--- src/rtl/coin_acceptor.sv ---
// Coin sensor front end: 2-flop sync, debounce and one-hot classify of three coin lines.
// Latency: coin_valid rises DEBOUNCE_CYCLES+1 edges after the raw line is first sampled; no backpressure.
// Optional COIN_COUNT_EN adds saturating accept/reject counters.
module coin_acceptor #(
    parameter int DEBOUNCE_CYCLES = 4,
    parameter int CNT_W           = 4
) (
    input  logic       clk,
    input  logic       reset,
    input  logic       sense_ten,
    input  logic       sense_twenty,
    input  logic       sense_fifty,
    output logic [1:0] coin,
    output logic       coin_valid,
    output logic       reject,
`ifdef COIN_COUNT_EN
    output logic [7:0] accept_count,
    output logic [7:0] reject_count,
`endif
    output logic       busy
);

    typedef enum logic [2:0] {
        IDLE,
        DEBOUNCE,
        EMIT,
        RELEASE,
        REJECT
    } state_t;

    localparam logic [CNT_W-1:0] DB_LIMIT = CNT_W'(DEBOUNCE_CYCLES);

    logic [2:0]       sync1_q;
    logic [2:0]       sync2_q;
    logic [2:0]       pat_q;
    logic [CNT_W-1:0] cnt_q;
    logic [CNT_W-1:0] cnt_d;
    state_t           state_q;
    logic [1:0]       coin_q;
    logic             coin_valid_q;
    logic             reject_q;
    logic             busy_q;
    logic             single;
    logic             multi;

    function automatic logic [1:0] code_of(input logic [2:0] p);
        if (p[2])      return 2'b10;
        else if (p[1]) return 2'b01;
        else           return 2'b00;
    endfunction

    always_ff @(posedge clk or negedge reset) begin
        if (!reset) begin
            sync1_q <= 3'b000;
            sync2_q <= 3'b000;
        end else begin
            sync1_q <= {sense_fifty, sense_twenty, sense_ten};
            sync2_q <= sync1_q;
        end
    end

    // s & (s-1) clears the lowest set bit, so zero means at most one bit set.
    assign single = (sync2_q != 3'b000) && ((sync2_q & (sync2_q - 3'b001)) == 3'b000);
    assign multi  = (sync2_q != 3'b000) && !single;
    assign cnt_d  = cnt_q + 1'b1;

    // Strobes are raised on the transition into EMIT/REJECT so they are high exactly while in that state.
    always_ff @(posedge clk or negedge reset) begin
        if (!reset) begin
            state_q      <= IDLE;
            pat_q        <= 3'b000;
            cnt_q        <= '0;
            coin_q       <= 2'b00;
            coin_valid_q <= 1'b0;
            reject_q     <= 1'b0;
            busy_q       <= 1'b0;
        end else begin
            coin_valid_q <= 1'b0;
            reject_q     <= 1'b0;
            case (state_q)
                IDLE: begin
                    if (single) begin
                        pat_q   <= sync2_q;
                        cnt_q   <= CNT_W'(1);
                        state_q <= DEBOUNCE;
                        busy_q  <= 1'b1;
                    end else if (multi) begin
                        state_q  <= REJECT;
                        reject_q <= 1'b1;
                        busy_q   <= 1'b1;
                    end
                end
                DEBOUNCE: begin
                    if (sync2_q == pat_q) begin
                        cnt_q <= cnt_d;
                        if (cnt_d == DB_LIMIT) begin
                            state_q      <= EMIT;
                            coin_q       <= code_of(pat_q);
                            coin_valid_q <= 1'b1;
                        end
                    end else if (multi) begin
                        state_q  <= REJECT;
                        reject_q <= 1'b1;
                    end else begin
                        state_q <= IDLE;
                        cnt_q   <= '0;
                        busy_q  <= 1'b0;
                    end
                end
                EMIT, REJECT: begin
                    state_q <= RELEASE;
                    cnt_q   <= '0;
                end
                RELEASE: begin
                    if (sync2_q == 3'b000) begin
                        if (cnt_d == DB_LIMIT) begin
                            state_q <= IDLE;
                            cnt_q   <= '0;
                            busy_q  <= 1'b0;
                        end else begin
                            cnt_q <= cnt_d;
                        end
                    end else begin
                        cnt_q <= '0;
                    end
                end
                default: begin
                    state_q <= IDLE;
                    cnt_q   <= '0;
                    busy_q  <= 1'b0;
                end
            endcase
        end
    end

    assign coin       = coin_q;
    assign coin_valid = coin_valid_q;
    assign reject     = reject_q;
    assign busy       = busy_q;

`ifdef COIN_COUNT_EN
    logic [7:0] acc_cnt_q;
    logic [7:0] rej_cnt_q;

    always_ff @(posedge clk or negedge reset) begin
        if (!reset) begin
            acc_cnt_q <= 8'd0;
            rej_cnt_q <= 8'd0;
        end else begin
            if (coin_valid_q && (acc_cnt_q != 8'hFF)) acc_cnt_q <= acc_cnt_q + 8'd1;
            if (reject_q && (rej_cnt_q != 8'hFF))     rej_cnt_q <= rej_cnt_q + 8'd1;
        end
    end

    assign accept_count = acc_cnt_q;
    assign reject_count = rej_cnt_q;
`endif

endmodule

--- config.mk ---
export PLATFORM = sky130hd
export DESIGN_NAME = coin_acceptor
export DESIGN_NICKNAME = d
export VERILOG_FILES = /design/src/rtl/coin_acceptor.sv
export SDC_FILE = /design/constraint.sdc
export NUM_CORES = 1
export LEC_CHECK = 0
export ABC_AREA = 1
export BUFFER_PORTS_ARGS = -buffer_cell sky130_fd_sc_hd__buf_2
export CORE_MARGIN = 5
export CORE_UTILIZATION = 60
export CTS_BUF_LIST = sky130_fd_sc_hd__clkbuf_4 sky130_fd_sc_hd__clkbuf_8
export DETAILED_ROUTE_END_ITERATION = 7
export PLACE_DENSITY = 0.8
export SLEW_MARGIN = 40
export SYNTH_ARGS = -nofsm -noshare
export SYNTH_HDL_FRONTEND = slang
export SYNTH_SLANG_ARGS = --single-unit
--- constraint.sdc ---
create_clock -name clk -period 1.6 [get_ports clk]
set_input_delay 0.16 -clock clk [delete_from_list [all_inputs] [get_ports clk]]
set_output_delay 0.16 -clock clk [all_outputs]
set_load 0.02 [all_outputs]
==> impl_metrics.toml, run 1 <==
[outcome]
outcome = "finished clean"

[worst_setup_path]
path_common_cell = "nand2_1"
path_class = "reg -> reg"
cp-start-kind = "register"
cp_slowest_stage_delay_ps = 460
rrSetupSlack_ps = 120
path_cells = "ha_1 -> nand2_1 -> nand2_2 -> nor2_4 -> nand2_4 -> o21bai_4 -> nand3_2 -> nand2_1 -> nand2_1"
crit_buf_inv = 0
path_delay_family = "simple AND/OR/NAND/NOR gates"
end_kind = "register"
reg2reg_from = "cnt_q[0]$_DFFE_PN0P_"
arrival_ps = 1690
crit_fanout = 7
slowest_stage = "dfrtp_2"
r2r_cells = 9
cp.required_ps = 1810
worstReg2RegEnd = "state_q[0]$_DFFE_PN0P_"

[pwr]
p_leak_nw = 0.670
ir_drop_v = 0.000828
power_density_mw_per_mm2 = 1370

[synthesis]
async_flop_share_pct = 100
synth_most_common_cell = "nand2_1"
synth_top_area_share_pct = 47.2
synthTopCellsByArea = "dfrtp_1 (47%), nand2_1 (13%), inv_1 (4.7%)"
synth_cell_types = 23
synth-main-ff-cell = "dfrtp_1"
synth_edf_count = 0
synth_fp_nets = 137
synthCells = 130
synthesis.area_per_instance_um2 = 8.57
yosys_warnings = 0
synth-seq-cells = 21
synth_area_leader_cell = "dfrtp_1"
netlist_area_mm2 = 0.00111
yosys-top-cells-count = "nand2_1 (40), dfrtp_1 (21), inv_1 (14)"
ys_seq_area_share_pct = 47.2

[grt]
antenna_found_initial = 0
grt_max_degree = 22
grt_pass1_wl_um = 3400
track_usage_pct = 17.0
globalRouteOverflowTotal = 0
grt_pass1_vias = 802

[die]
io_pins = 10
rows = 15
die_h_um = 53.1
start_util_pct = 63.8
die_w_um = 53.1
dieArea_mm2 = 0.00282
coreArea_mm2 = 0.00175

[finish]
area.growth.synth_to_final_pct = 13.9
layout-drive-gt1-share_pct = 25.7
num_antenna_cells = 0
layout.nets = 156
fin_area_mm2 = 0.00127

[route]
drtAntennaViolNets = 0
post_drt_wl_per_cell_um = 11.3
wirelength_um = 1960
viasPerCell = 5.20
post-route-drc-count = 0
dr_total_vias = 899
first_pass_iters = 7
drt_iter0_drc = 35

[sta]
slew_viol_final = 0
timing.setup.tns_ps = 0
fin_skew_ps = 6.95
tightest_slew_ps = 443
hold_viol = 0
min_period_over_period_pct = 92.4
rsz0062_at_grt = "no"
fmax_mhz = 677
slew_headroom_pct = 70.5
fin_hold_ws_ps = 313
min_period_ps = 1480
final-setup-viol-count = 0

[clock_tree]
clock-sinks = 21
cts-root-buf = "clkbuf_4"
cts_tree = "done"
cts_made_buffers = 3
htreeDepth = 1
clkSlewWorstSetupHoldPaths_ps = 120
clock_path_buffers = 2
insertion_delay_ps = 310

[placed_design]
globalplace.congestion = 0.842
post-dp-hpwl_um = 1480
placed_cell_area_mm2 = 0.00119
io_buffers = 9

[flow_run]
max_cap_violations = 0

[hold_path]
hold_class = "in -> async"
==> routing by layer <==
metal / global-route usage [%] / part of all wire (%) / vias to the layer above
met5: 0 / 0 / -
met4: 10.2 / 2.4 / 0
met3: 2.54 / 6.5 / 5
met2: 28.5 / 48 / 34
met1: 20.3 / 43 / 414
li1: - / - / 446
==> state kept, by name (all words and copies together) (netlist names) <==
| register | count |
|---|---|
| busy | 1 |
| cnt_q | 4 |
| coin_valid | 1 |
| pat_q | 3 |
| sync2_q | 3 |
| sync1_q | 3 |
| coin | 2 |
| reject | 1 |
| state_q | 3 |
==> worst max-delay path by stage <==
stage | start | to | depth (start not counted)
6_report | cnt_q[0]$_DFFE_PN0P_ | state_q[0]$_DFFE_PN0P_ | 9
5_1_grt | cnt_q[1]$_DFFE_PN0P_ | busy$_DFFE_PN0P_ | 10
4_1_cts | cnt_q[0]$_DFFE_PN0P_ | state_q[0]$_DFFE_PN0P_ | 9
3_5_place_dp | cnt_q[0]$_DFFE_PN0P_ | state_q[0]$_DFFE_PN0P_ | 9
3_3_place_gp | cnt_q[0]$_DFFE_PN0P_ | state_q[0]$_DFFE_PN0P_ | 9
2_1_floorplan | cnt_q[0]$_DFFE_PN0P_ | state_q[0]$_DFFE_PN0P_ | 9
==> cells by family after synthesis <==
group	Yosys count	share of synthesized area [%]
and+or+nand+nor	73	34.2
DFF	21	47.2
buffers and inverters	20	6.97
AOI/OAI and AO/OA	13	7.98
adders and majority gates	2	2.25
xor gates and xnor gates	1	1.46
==> area by class of cell <==
class	count	area [µm²]
Clock inverter	1	7.51
Multi-Input combinational cell	89	510
Inverter	20	77.6
Sequential cell	21	527
Clock buffer	3	22.5
Tap cell	25	31.3
Timing Repair Buffer	14	92.6
Fill cell	129	477
==> cells in the final DEF, fill, tap and decap left out <==
master,n
o21a_1,1
ha_1,2
xnor2_2,1
nand3_2,2
dlygate4sd3_1,4
dfrtp_1,20
nor2_4,3
buf_2,9
o21ai_1,2
nor2_1,8
nand4_1,4
inv_2,5
nand3_1,8
nand2_4,1
inv_1,14
nor2_2,1
o21ai_2,2
clkbuf_4,3
nand2_1,40
dfrtp_2,1
nand4_4,1
nand2_2,4
a21oi_1,1
o21ai_0,6
clkinvlp_4,1
buf_4,1
inv_4,1
nand3_4,1
o21bai_4,1
==> power breakdown <==
| part | internal, mW | leakage [nW] | switching, mW |
|---|---|---|---|
| Combinational | 0.258 | 0.390 | 0.461 |
| Clock | 0.0955 | 0.0139 | 0.170 |
| Sequential | 0.647 | 0.266 | 0.109 |
==> metrics by stage <==
stage / power [mW] / utilization (%) / worst slack (ps) / std cells
global placement: 1.43 / 68.2 / 166 / 164
CTS: 1.73 / 72.2 / 68.6 / 172
floorplan: 1.30 / - / 217 / 130
detailed placement: 1.45 / 68.2 / 81.2 / 164
finish: 1.74 / 72.7 / 122 / 173
global route: 1.89 / 72.7 / 4.77 / 173
==> worst reg2reg max path, stage by stage, from the launching register on <==
cell,delay (ps)
dfrtp_2,460
ha_1,220
nand2_1,70
nand2_2,80
nor2_4,100
nand2_4,100
o21bai_4,150
nand3_2,90
nand2_1,60
nand2_1,50
==> what timing repair did <==
action                                  CTS  global route
hold endpoints to repair                 24             0
setup buffers                             0             1
endpoints found under the setup margin    0             3
resized for setup                         0             1
hold buffers                              4             0
(Power assumes the default switching activity.)
==> run 2: changes to the inputs <==
Settings changed: PLACE_DENSITY 0.8 to default, PLACE_DENSITY_LB_ADDON from default to 0.2.
==> run 2 against run 1 <==
Effect of this change:
- flip-flop and latch count unchanged
- maximum frequency down 1.7%
- combinational power up 4.3%
- largest power group unchanged
- non-clock buffer count up 1
- sequential share of layout area down 0.24 points
- register-to-register slack worse by 30 ps
==> impl_metrics.toml, run 2 (synthesized netlist as in run 1, its figures left out) <==
[sta]
min_period_over_period_pct = 94.0
tightest_slew_ps = 452
final-setup-viol-count = 0
fin_hold_ws_ps = 327
slew_headroom_pct = 69.9
fmax_mhz = 665
min_period_ps = 1500
timing.final.ws_setup_ps = 96.5
fin_skew_ps = 7.84
hold_viol = 0
timing.setup.tns_ps = 0
rsz0062_at_grt = "no"
slew_viol_final = 0

[worst_setup_path]
cp.required_ps = 1820
startpoint = "cnt_q[0]$_DFFE_PN0P_"
cp.depth = 9
path_delay_family = "simple AND/OR/NAND/NOR gates"
path_common_cell = "nand2_1"
r2r_cells = 9
cp_slowest_stage_delay_ps = 450
path_cells = "ha_1 -> nand2_1 -> nand2_2 -> nor2_4 -> nand2_4 -> o21bai_4 -> nand3_2 -> nand2_1 -> nand2_1"
slowest_stage = "dfrtp_2"
reg2reg_from = "cnt_q[0]$_DFFE_PN0P_"
path_class = "reg -> reg"
arrival_ps = 1720
rrSetupSlack_ps = 100
crit_fanout = 7
crit_buf_inv = 0
cp-start-kind = "register"
end_kind = "register"

[clock_tree]
clock_path_buffers = 2
cts_tree = "done"
cts-root-buf = "clkbuf_4"
clock-sinks = 21
htreeDepth = 1
cts_made_buffers = 3
clkSlewWorstSetupHoldPaths_ps = 120
insertion_delay_ps = 310

[outcome]
outcome = "finished clean"

[route]
first_pass_iters = 4
drt_iter0_drc = 26
post-route-drc-count = 0
viasPerCell = 5.18
wirelength_um = 2060
post_drt_wl_per_cell_um = 11.8
drtAntennaViolNets = 0
dr_total_vias = 902

[pwr]
power_density_mw_per_mm2 = 1400
ir_drop_v = 0.00120
p_leak_nw = 0.680

[placed_design]
placed_cell_area_mm2 = 0.00119
post-place-ws_ps = 90.0
post-dp-hpwl_um = 1530
io_buffers = 9
globalplace.congestion = 0.827
place_inst = 164

[grt]
grt_pass1_wl_um = 3570
globalRouteOverflowTotal = 0
track_usage_pct = 17.8
grt_max_degree = 22
antenna_found_initial = 0
grt_pass1_vias = 860

[die]
rows = 15
dieArea_mm2 = 0.00282
start_util_pct = 63.8
die_w_um = 53.1
die_h_um = 53.1
io_pins = 10
coreArea_mm2 = 0.00175

[finish]
fin_cells = 174
num_antenna_cells = 0
most-common-layout-cells = "nand2_1 (40), dfrtp_1 (20), inv_1 (14)"
layout-drive-gt1-share_pct = 26.2
fin_area_mm2 = 0.00128
area.growth.synth_to_final_pct = 14.6
layout.nets = 157
largest_register_ffs = 4
top_register = "cnt_q"
final_common_cell = "nand2_1"

[hold_path]
hold_class = "in -> async"

[flow_run]
max_cap_violations = 0
## run 2: cell count changes in the layout (fill, tap and decap cells not counted)
| cell | before | now |
|---|---|---|
| clkinvlp_4 | 1 | 0 |
| clkbuf_4 | 3 | 4 |
| buf_4 | 1 | 2 |
## run 2: layer usage
| metal | global-route usage (%) | share of wire [%] |
|---|---|---|
| met4 | 8.94 | 2.1 |
| met3 | 2.54 | 4.0 |
| met1 | 22.3 | 44 |
| met5 | 0 | 0 |
| met2 | 29.5 | 49 |
## run 2: repair_timing
item | 4_1_cts | 5_1_grt
endpoints found under the hold margin | 24 | 0
gates resized for setup | 0 | 1
endpoints found under the setup margin | 0 | 3
buffers inserted | 0 | 2
hold buffers | 4 | 0
## run 2: worst reg2reg max path, stage by stage, from the launching register on
cell	delay, ps
dfrtp_2	450
ha_1	220
nand2_1	70
nand2_2	80
nor2_4	100
nand2_4	100
o21bai_4	160
nand3_2	110
nand2_1	80
nand2_1	40
## run 2: power by group
group	leakage, nW	switching [mW]	internal [mW]
Sequential	0.266	0.110	0.647
Combinational	0.395	0.479	0.272
Clock	0.0184	0.160	0.114
Total	0.680	0.750	1.03
## run 2: area by class of cell
type	instances	area [µm²]
sequential	21	527
multi-input combinational	89	510
fill	136	469
timing repair buffer	15	100
inverter	20	77.6
tap	25	31.3
clock buffer	4	30.0
## run 2: final timing paths
kind,to
min in group clk,sync2_q[2]$_DFF_PN0_
max in group asynchronous,cnt_q[0]$_DFFE_PN0P_
setup reg to reg,state_q[0]$_DFFE_PN0P_
setup / recovery,state_q[0]$_DFFE_PN0P_
hold / removal,cnt_q[2]$_DFFE_PN0P_
hold reg to reg,sync2_q[2]$_DFF_PN0_
## run 2: per-stage QoR
step | utilization, % | total power, mW
2_1_floorplan | - | 1.30
3_3_place_gp | 68.2 | 1.43
3_5_place_dp | 68.2 | 1.47
4_1_cts | 72.2 | 1.75
5_1_grt | 73.1 | 1.92
6_report | 73.1 | 1.78
